$ cat src/rtl/uart_tx_frame.sv
// UART 8N1 transmitter (optional even parity) triggered by the rising edge of a
// debounced request level; one frame per edge, edges during a frame are dropped.
module uart_tx_frame #(
    parameter int CLKS_PER_BIT = 10417,
    parameter int PARITY_EN    = 0
) (
    input  logic       clk,
    input  logic       reset,
    input  logic       transmit,
    input  logic [7:0] data,
    output logic       txd,
    output logic       busy,
    output logic       done
);
    localparam int            CW   = $clog2(CLKS_PER_BIT);
    localparam logic [CW-1:0] LAST = CW'(CLKS_PER_BIT - 1);

    typedef enum logic [2:0] {IDLE, START, DATA, PARITY, STOP} state_t;

    state_t        state;
    logic [CW-1:0] cnt;
    logic [2:0]    idx;
    logic [7:0]    shreg;
    logic          par;
    logic          transmit_d;
    logic          start;
    logic          bit_end;

    assign start   = transmit & ~transmit_d & (state == IDLE);
    assign bit_end = (cnt == LAST);

    always_ff @(posedge clk) begin
        if (reset) begin
            state      <= IDLE;
            cnt        <= '0;
            idx        <= '0;
            shreg      <= '0;
            par        <= 1'b0;
            transmit_d <= 1'b1;  // a button held through reset must not fire
            txd        <= 1'b1;
            busy       <= 1'b0;
            done       <= 1'b0;
        end else begin
            transmit_d <= transmit;
            done       <= 1'b0;
            if (state != IDLE)
                cnt <= bit_end ? '0 : cnt + 1'b1;

            // txd is registered, so each transition loads the value of the next bit
            case (state)
                IDLE: begin
                    cnt <= '0;
                    if (start) begin
                        shreg <= data;
                        par   <= ^data;
                        state <= START;
                        txd   <= 1'b0;
                        busy  <= 1'b1;
                    end
                end
                START: begin
                    if (bit_end) begin
                        state <= DATA;
                        idx   <= '0;
                        txd   <= shreg[0];
                    end
                end
                DATA: begin
                    if (bit_end) begin
                        shreg <= {1'b0, shreg[7:1]};
                        if (idx == 3'd7) begin
                            idx <= '0;
                            if (PARITY_EN != 0) begin
                                state <= PARITY;
                                txd   <= par;
                            end else begin
                                state <= STOP;
                                txd   <= 1'b1;
                            end
                        end else begin
                            idx <= idx + 3'd1;
                            txd <= shreg[1];
                        end
                    end
                end
                PARITY: begin
                    if (bit_end) begin
                        state <= STOP;
                        txd   <= 1'b1;
                    end
                end
                STOP: begin
                    if (bit_end) begin
                        state <= IDLE;
                        busy  <= 1'b0;
                        done  <= 1'b1;
                        txd   <= 1'b1;
                    end
                end
                default: state <= IDLE;
            endcase
        end
    end
endmodule

$ cat config.mk
export PLATFORM = sky130hd
export DESIGN_NAME = uart_tx_frame
export DESIGN_NICKNAME = d
export VERILOG_FILES = /design/src/rtl/uart_tx_frame.sv
export SDC_FILE = /design/constraint.sdc
export NUM_CORES = 1
export LEC_CHECK = 0
export ABC_AREA = 1
export ABC_CLOCK_PERIOD_IN_PS = 1600
export BUFFER_PORTS_ARGS = -buffer_cell sky130_fd_sc_hd__buf_2
export CORE_ASPECT_RATIO = 0.9
export CORE_UTILIZATION = 30
export DETAILED_ROUTE_END_ITERATION = 10
export HOLD_SLACK_MARGIN = 0.03
export MAX_ROUTING_LAYER = met4
export PLACE_DENSITY = 0.46
export SYNTH_ARGS = -nofsm -noshare
export SYNTH_HDL_FRONTEND = slang
export SYNTH_SLANG_ARGS = --single-unit
export TNS_END_PERCENT = 10
$ cat constraint.sdc
create_clock -name clk -period 1.6 [get_ports clk]
set_input_delay 0.08 -clock clk [delete_from_list [all_inputs] [get_ports clk]]
set_output_delay 0.08 -clock clk [all_outputs]
set_load 0.02 [all_outputs]
==> impl_results.md <==
* Status: completed
* Gate Count Post-Synth at 245
* Hold Vio Cnt, Final at 0
* Clock Skew at 2.77 ps
* Multi-input logic area at 956 sq um
* Yosys top cell area share at 0.373
* FF-to-FF Start: cnt[0]$_SDFFE_PP0P_
* Clock Sink Count at 32
* Detailed Place HPWL at 2800 um
* P_leak at 0.000886 uW
* Port bufs at 13
* Post-synth top area cell: dfxtp_1
* Die area at 0.00602 sq mm
* Crit Path Class: reg -> reg
* Core area at 0.00538 sq mm
* Placed cells at 329
* Average wire per standard cell at 10.8 um
* CP Capture Type: register
* Max Freq at 0.674 GHz
* Xor/xnor share of the synthesized area at 0.00511
* TritonCTS clock tree: built
* First-pass GRT wire length at 6410 um
* Ys flop type: dfxtp_1
* Post-Layout Cell Count at 339
* Die X at 81.7 um
* CP required at 1760 ps
* Maximum VDD drop at 462 uV
* Mux contribution to synthesized area at 0
* Fillers at 582
* Tmin final at 1480 ps
* Cell Chain, Critical Path: inv_1 -> ha_4 -> nand3_2 -> nor2_4 -> nand2_4 -> nand2_4 -> nand2_2 -> o21ai_0 -> a21oi_1
* Reg area at 643 sq um
* DR DRC count at 0
* Worst hold path class: in -> reg
* Worst-Margin Slew at 344 ps
* Via total after detailed routing at 1533
* CP Launch Type: register
* Largest net degree at the start of global routing at 15
* YS warnings at 0
* Critical path arrival at 1650 ps
* Synthesized area per cell at 7.00 sq um
* Post-Synth Simple-Gate Area at 0.333
* Fraction of layout instances using a drive strength above 1 at 0.239
* Endpoints failing setup at 0
* Gr ovfl total at 0
* Library cells used by synthesis at 30
* Clock latency on the worst-skew pair at 280 ps
* Net Count, Synth at 260
* Post-synthesis sequential area ratio at 0.373
* Die Ht at 73.7 um
* Cell Pwr Density at 1380 mW/mm^2
* Hold path startpoint: reset
* Starting DRT DRC Count at 109
* Top-Level Pins at 14
* Initial Utilization at 0.319
* H-tree depth at 2
* Top cells by count, synth: nand2_1, dfxtp_1, inv_1, a21oi_1, nor2_1
* FFs w/ async S/R, synth at 0
* Synthesized cell area at 0.00172 sq mm
* # diodes at 0
* Worst setup path startpoint: cnt[0]$_SDFFE_PP0P_
* DP Worst Slack at 34.7 ps
* Largest family of logic cells by synthesized area: simple AND/OR/NAND/NOR gates
* CP max stage cell: dfxtp_2
* Clock Tree Buf Depth at 2
* Max-slew violation count at 0
* Crit path top cell by count: nand2_4
* Standard-cell row count at 25
* Placer Congestion at 0.785
* Routed WL at 3650 um
* Max stage delay on crit path at 340 ps
* CP Max Fanout at 14
* Vias in the first global route at 1368
* Antenna-violating nets left at 0
* Nets at 286
* Worst-path clk slew at 70 ps
* Total of max-cap violations at 0
* Dominant cell by count in the synthesized netlist: nand2_1
* Post-synthesis compound-gate area fraction at 0.160
* Final worst-path cycle share at 0.927
* Area contributors post-synth: dfxtp_1, nand2_1, a21oi_1
* Synthesis-to-finish area growth at 21.2%
* Number of flops mapped to enable cells by yosys at 0
* Synth Area in Adders at 0.0292
* Initial antenna violation count at 0
* Inserted Clock Buffers at 5
* 1st-pass router iterations at 4
* GRT Util Overall at 0.145
* Vias per inst at 4.52
* Synth Register Bits at 32
* Slew headroom at 0.770
* Root Driver: clkbuf_8
* Final worst slack at 116 ps
==> per-layer routing <==
layer	up-vias	routed length (um)	GRT usage
met5	-	0	-
met4	0	40	0.0526
met3	5	169	0.0385
met2	27	1340	0.181
met1	657	2100	0.216
li1	844	-	-
==> cells in the final DEF (no fill, tap or decap), drive strengths merged, types with 2 or more instances in the layout <==
| cell | n |
|---|---|
| dfxtp | 32 |
| inv | 38 |
| nand3 | 16 |
| ha | 4 |
| nand4 | 3 |
| nand2 | 49 |
| a21oi | 26 |
| nor3 | 9 |
| clkbuf | 6 |
| nor2 | 35 |
| o21ai | 19 |
| o211ai | 2 |
| buf | 22 |
| o21a | 2 |
==> through the flow <==
stage | hold WS (ps) | utilization | instance area (sq um) | setup TNS, ps | power, uW
floorplan | 172 | - | 1720 | 0 | 1840
global placement | 263 | 0.353 | 1900 | 0 | 2070
detailed placement | 265 | 0.353 | 1900 | 0 | 2050
CTS | 81.4 | 0.374 | 2010 | 0 | 2810
global route | 106 | 0.386 | 2080 | -35.5 | 3120
finish | 92.7 | 0.386 | 2080 | 0 | 2870
==> sequential cells by signal, summed over array words and instances (netlist names) <==
signal      cells
idx             3
shreg           8
state           3
cnt            14
transmit_d      1
done            1
txd             1
busy            1
==> cells by family (layout without fill, tap and decap cells) <==
kind of cell               Yosys count  after routing
DFF                                 32             32
adders and majority gates            4              4
buffers and inverters               42             69
and+or+nand+nor                    115            115
AOI/OAI and AO/OA                   51             51
xor gates and xnor gates             1              1
==> layout make-up <==
type | instances | share of cell area
Clock buffer | 6 | 0.0349
Clock inverter | 2 | 0.0169
Multi-Input combinational cell | 171 | 0.460
Timing Repair Buffer | 23 | 0.0686
Sequential cell | 32 | 0.309
Inverter | 38 | 0.0698
Tap cell | 67 | 0.0403
==> worst max-delay path: cells and delay by family (launching register included) <==
kind / cells / cell delay [ps]
buf+inv: 1 / 90
simple gates: 5 / 560
compound gates: 2 / 240
flops: 1 / 340
fa+ha+maj: 1 / 150
==> path summary, 6_finish.rpt <==
| check | slack [ps] | cells after the start | to |
|---|---|---|---|
| max | 120 | 9 | shreg[5]$_SDFFE_PP0P_ |
| min | 90 | 2 | shreg[0]$_SDFFE_PP0P_ |
| max reg2reg | 120 | 9 | shreg[5]$_SDFFE_PP0P_ |
| min reg2reg | 430 | 1 | cnt[0]$_SDFFE_PP0P_ |
==> report_power, final <==
group          leakage (uW)  switching (uW)  total, uW  internal (uW)
registers          0.000261            64.0        987            923
clock network     0.0000552             293        755            462
logic              0.000570             751       1130            378
total              0.000886            1110       2870           1760
==> what timing repair did <==
| action | CTS | global route |
|---|---|---|
| endpoints found under the setup margin | 0 | 20 |
| setup buffers | 0 | 1 |
| gates resized for setup | 0 | 19 |
| hold buffers | 1 | 0 |
| hold endpoints to repair | 1 | 0 |
No activity file was read; power rests on OpenSTA's default activity.
